[src/rtl/fetch_pkg.sv]
// Shared types and constants for the fetch controller: instruction/address
// widths, the opcode map and the controller state encoding.
package fetch_pkg;

    localparam int IW = 9;
    localparam int AW = 8;

    localparam logic [IW-1:0] NOP = 9'h000;

    typedef enum logic [3:0] {
        OP_LTH  = 4'b1011,
        OP_LTL  = 4'b1100,
        OP_BLT  = 4'b1101,
        OP_BEQ  = 4'b1110,
        OP_HALT = 4'b1111
    } opcode_t;

    typedef enum logic [1:0] {
        IDLE,
        RUN,
        BUBBLE,
        HALTED
    } state_t;

endpackage

[src/rtl/fetch_decode.sv]
// Opcode classification of the instruction register; purely combinational,
// every opcode not listed here is a pass-through instruction.
module fetch_decode
    import fetch_pkg::*;
(
    input  logic [IW-1:0] ir,
    output logic          is_halt,
    output logic          is_beq,
    output logic          is_blt,
    output logic          is_ltl,
    output logic          is_lth
);

    logic [3:0] op;
    logic       unused_operand;

    assign op = ir[IW-1:IW-4];

    assign is_halt = (op == OP_HALT);
    assign is_beq  = (op == OP_BEQ);
    assign is_blt  = (op == OP_BLT);
    assign is_ltl  = (op == OP_LTL);
    assign is_lth  = (op == OP_LTH);

    // Operand bits belong to the controller (target nibble loads).
    assign unused_operand = ^ir[IW-5:0];

endmodule

[src/rtl/fetch_ctrl.sv]
// Fetch/issue controller: registers the fetched word, issues or squashes it,
// raises branch requests with a one-cycle bubble and freezes IF on HALT.
//
//   state  | meaning
//   IDLE   | first cycle after reset, ir not yet valid, issue NOP
//   RUN    | ir issued; branches, target loads and HALT take effect
//   BUBBLE | cycle after a branch, fetched word squashed
//   HALTED | IF frozen, NOP issued until reset
module fetch_ctrl
    import fetch_pkg::*;
(
    input  logic          clk,
    input  logic          reset,
    input  logic [AW-1:0] core,
    output logic [AW-1:0] imem_addr,
    input  logic [IW-1:0] imem_data,
    output logic [IW-1:0] instr,
    output logic          branchsig,
    output logic          branchtype,
    output logic [AW-1:0] BranchOut,
    output logic          halt,
    output logic [7:0]    branch_count
);

    state_t        state;
    state_t        state_nxt;
    logic [IW-1:0] ir;
    logic [AW-1:0] target;
    logic          run;
    logic          is_halt;
    logic          is_beq;
    logic          is_blt;
    logic          is_ltl;
    logic          is_lth;

    fetch_decode u_decode (
        .ir      (ir),
        .is_halt (is_halt),
        .is_beq  (is_beq),
        .is_blt  (is_blt),
        .is_ltl  (is_ltl),
        .is_lth  (is_lth)
    );

    assign imem_addr = core;
    assign BranchOut = target;
    assign halt      = (state == HALTED);
    assign run       = (state == RUN);

    always_ff @(posedge clk or posedge reset) begin
        if (reset) begin
            state <= IDLE;
        end else begin
            state <= state_nxt;
        end
    end

    always_comb begin
        state_nxt  = state;
        instr      = NOP;
        branchsig  = 1'b0;
        branchtype = 1'b0;
        case (state)
            IDLE:   state_nxt = RUN;
            RUN: begin
                instr = ir;
                if (is_beq || is_blt) begin
                    state_nxt  = BUBBLE;
                    branchsig  = 1'b1;
                    branchtype = is_beq;
                end else if (is_halt) begin
                    state_nxt = HALTED;
                end
            end
            BUBBLE: state_nxt = RUN;
            HALTED: state_nxt = HALTED;
            default: state_nxt = IDLE;
        endcase
    end

    always_ff @(posedge clk or posedge reset) begin
        if (reset) begin
            ir           <= NOP;
            target       <= '0;
            branch_count <= '0;
        end else begin
            if (state != HALTED) begin
                ir <= imem_data;
            end
            // Target loads only commit from an issued (RUN) instruction.
            if (run && is_ltl) begin
                target[3:0] <= ir[3:0];
            end
            if (run && is_lth) begin
                target[7:4] <= ir[3:0];
            end
            if (branchsig && (branch_count != 8'hFF)) begin
                branch_count <= branch_count + 8'd1;
            end
        end
    end

endmodule

[config.mk]
export PLATFORM = sky130hd
export DESIGN_NAME = fetch_ctrl
export DESIGN_NICKNAME = d
export VERILOG_FILES = /design/src/rtl/fetch_pkg.sv /design/src/rtl/fetch_decode.sv /design/src/rtl/fetch_ctrl.sv
export SDC_FILE = /design/constraint.sdc
export NUM_CORES = 1
export LEC_CHECK = 0
export BUFFER_PORTS_ARGS = -buffer_cell sky130_fd_sc_hd__clkbuf_2
export CAP_MARGIN = 20
export CELL_PAD_IN_SITES_DETAIL_PLACEMENT = 0
export CELL_PAD_IN_SITES_GLOBAL_PLACEMENT = 2
export CORE_MARGIN = 1.5
export CORE_UTILIZATION = 30
export DETAILED_ROUTE_END_ITERATION = 16
export GPL_TIMING_DRIVEN = 0
export PLACE_DENSITY_LB_ADDON = 0.08
export SYNTH_ARGS = -nofsm -noshare
export SYNTH_HDL_FRONTEND = slang
export SYNTH_SLANG_ARGS = --single-unit
[constraint.sdc]
create_clock -name clk -period 3.1 [get_ports clk]
set_clock_uncertainty 0.1 [all_clocks]
set_input_delay 0 -clock clk [delete_from_list [all_inputs] [get_ports clk]]
set_output_delay 0 -clock clk [all_outputs]
set_load 0.05 [all_outputs]
==> reports/qor.txt <==
Status: finished clean
Leading area contributor after synthesis: dfrtp_1
Initial DRT Pass Iterations: 4
FF+latch area: 675.6 sq um
Slowest CP cell: dfrtp_1
Synth Instances: 107
Post-synthesis mux area share: 0.1767
Die width: 68.54 um
Setup crit start: state[1]
Worst vdd ir: 0.3636 mV
CTS resizes: 0
Startpoint types: register
Power Total: 1.577 mW
Largest family of logic cells by synthesized area: multiplexers
Pwr Density: 898.6 nW/um^2
Multi-input logic area: 526.8 sq um
Drt total wl: 2690 um
Worst r2r dst: BranchOut[5]
Largest net degree at the start of global routing: 28
Max capacitance violation total: 0
Core area: 4058 sq um
Logic pwr share: 0.490
Crit Reg-Reg Startpoint: state[1]
DRC viols: 0
All-Layer GR Usage: 0.1197
RSZ-0062 raised after global routing: false
Final Wtd Congestion: 0.7404
DR WL/cell: 12.34 um
Sum of negative setup slack: 0 ps
Top cells by area, synth: dfrtp_1 (52%), mux2_2 (16%), buf_4 (4.7%)
Slew margin rel.: 0.6765
TritonCTS clock tree: yes
Fillcell total: 423
Clock Tree Buf Depth: 2
Vias in the first global route: 918
DIE AREA: 4698 sq um
Total CTS buffers: 3
Final ANT Viol Nets: 0
Final Hold Fails: 0
Synth Area in Adders: 0.009709
Family with the most delay on the worst path: simple AND/OR/NAND/NOR gates
H-tree depth: 1
Most frequent cells in the layout: clkbuf_2 (46), dfrtp_1 (27), mux2_2 (18)
Register area share after synthesis: 0.5243
Endpoints failing setup: 0
P_sw: 0.7493 mW
Mean cell area of the mapped netlist: 12.04 sq um
Root buf cell: clkbuf_8
Yosys cell types: 28
Nets@finish: 189
Via count: 993
Period minus WS final: 1775 ps
Share of the synthesized area in the top cell type: 0.5243
Post-synth ARST share: 1.000
EDFF count, synth: 0
Worst skew pair latency: 270 ps
Slew @ Worst Pin: 484.1 ps
Total global routing overflow: 0
I/O Pins: 55
Starting Density: 0.3176
CTS Sinks: 27
First-pass GRT wire length: 4126 um
Post-Syn Area: 1289 sq um
Most common cell after layout, fill and taps aside: clkbuf_2
Clk pin slew, worst setup/hold paths: 100 ps
Post-synthesis compound-gate area fraction: 0.03981
Worst Path Required: 3170 ps
Worst Hold Class: in -> async
FF-to-FF path depth: 5
CP Max Fanout: 10
Endpoint class of the critical path: register
Mapped Nets: 127
Part of the power in registers: 0.381
Buffers & Inverters on Critical Path: 1
DIE HEIGHT: 68.54 um
CP arrival: 1840 ps
LEAKAGE: 0.8787 nW
Most used DFF post-synth: dfrtp_1
# port buffers: 46
Switch share: 0.4750
XOR/XNOR Fraction of Synth Area: 0.02718
Max frequency: 563.4 MHz
Fin. max-slew vios: 0
Cell chain of the critical path: nor2b_1 > buf_6 > and2_2 > and4b_1 > mux2_2
Synth Register Bits: 27
Detailed placement HPWL: 1969 um
Simple-gate share of the synthesized area: 0.1553
Starting DRT DRC Count: 74
Antenna Cells: 0
Yosys synthesis warning count: 0
Period Utilization, post-route: 0.5726
Internal power: 0.8282 mW
Clock power share: 0.128
Row cnt: 23
Layout cell share with drive strength beyond 1: 0.5000
Vias per cell: 4.555
Layout area overhead: 36.21%
CP max stage delay: 400 ps
Critical path type: reg -> reg
Reg2Reg Setup Slack: 1330 ps
Initial antenna violation count: 0
worst max path at each step:
stage	slack, ps	depth (start not counted)	to
after floorplan	1270	5	BranchOut[4]
after CTS	1290	5	BranchOut[5]
after detailed placement	1310	5	BranchOut[5]
after global placement	1330	5	BranchOut[5]
after global routing	1250	4	branch_count[5]
final	1330	5	BranchOut[5]
registers in the layout, indices dropped and copies added (netlist names):
name and cells:
ir 9, branch_count 8, state 2, BranchOut 8
cell usage after synthesis (2+ instances only):
library cell and n:
dfrtp_1 27, mux2_2 18, and2_1 8, buf_4 8, nor2_1 7, nand3_1 5, nand2_1 4, a21oi_1 3
inv_1 3, nor3_1 3, xor2_1 3, a211oi_1 2
timing repair:
| action | in CTS | in global routing |
|---|---|---|
| setup buffers | 0 | 0 |
| hold buffers | 10 | 0 |
| endpoints found under the hold margin | 36 | 0 |
per-stage QoR:
step	area [sq um]	utilization	cells	hold WS (ps)	setup WS (ps)
after floorplan	1289	-	107	-47.28	1272
after global placement	1582	0.3898	203	134.3	1333
after detailed placement	1582	0.3898	203	136.0	1305
after CTS	1728	0.4258	217	228.4	1293
after global routing	1755	0.4326	218	35.75	1245
final	1755	0.4326	218	42.41	1325
layer usage:
| layer | vias up | GRT usage | wire, um |
|---|---|---|---|
| met1 | 469 | 0.1423 | 1215 |
| met3 | 2 | 0.01948 | 146 |
| li1 | 487 | - | - |
| met5 | - | 0 | 0 |
| met4 | 0 | 0.04500 | 19 |
| met2 | 35 | 0.2151 | 1308 |
layout make-up:
class	instances	area share
buffer	9	0.04063
clock buffer	3	0.02352
tap	50	0.03564
clock inverter	1	0.002851
inverter	4	0.008553
timing repair buffer	57	0.2038
multi-input combinational	67	0.3001
sequential	27	0.3849
cells by family after synthesis:
group | Yosys count
compound gates | 8
xor+xnor | 4
fa+ha+maj | 1
buf+inv | 13
flops | 27
mux | 20
simple gates | 34
tightest hold or removal path, stage by stage:
cell           delay, ps
dlygate4sd3_1        530
clkbuf_2             100
inv_1                160
power groups by stage:
stage / combinational [mW] / sequential [mW] / clock, mW
after floorplan: 0.392 / 0.807 / 0
after CTS: 0.781 / 0.603 / 0.212
after global placement: 0.757 / 0.607 / 0
final: 0.773 / 0.602 / 0.202
after detailed placement: 0.768 / 0.610 / 0
after global routing: 0.822 / 0.629 / 0.223
Power figures use the tool's default switching activity.
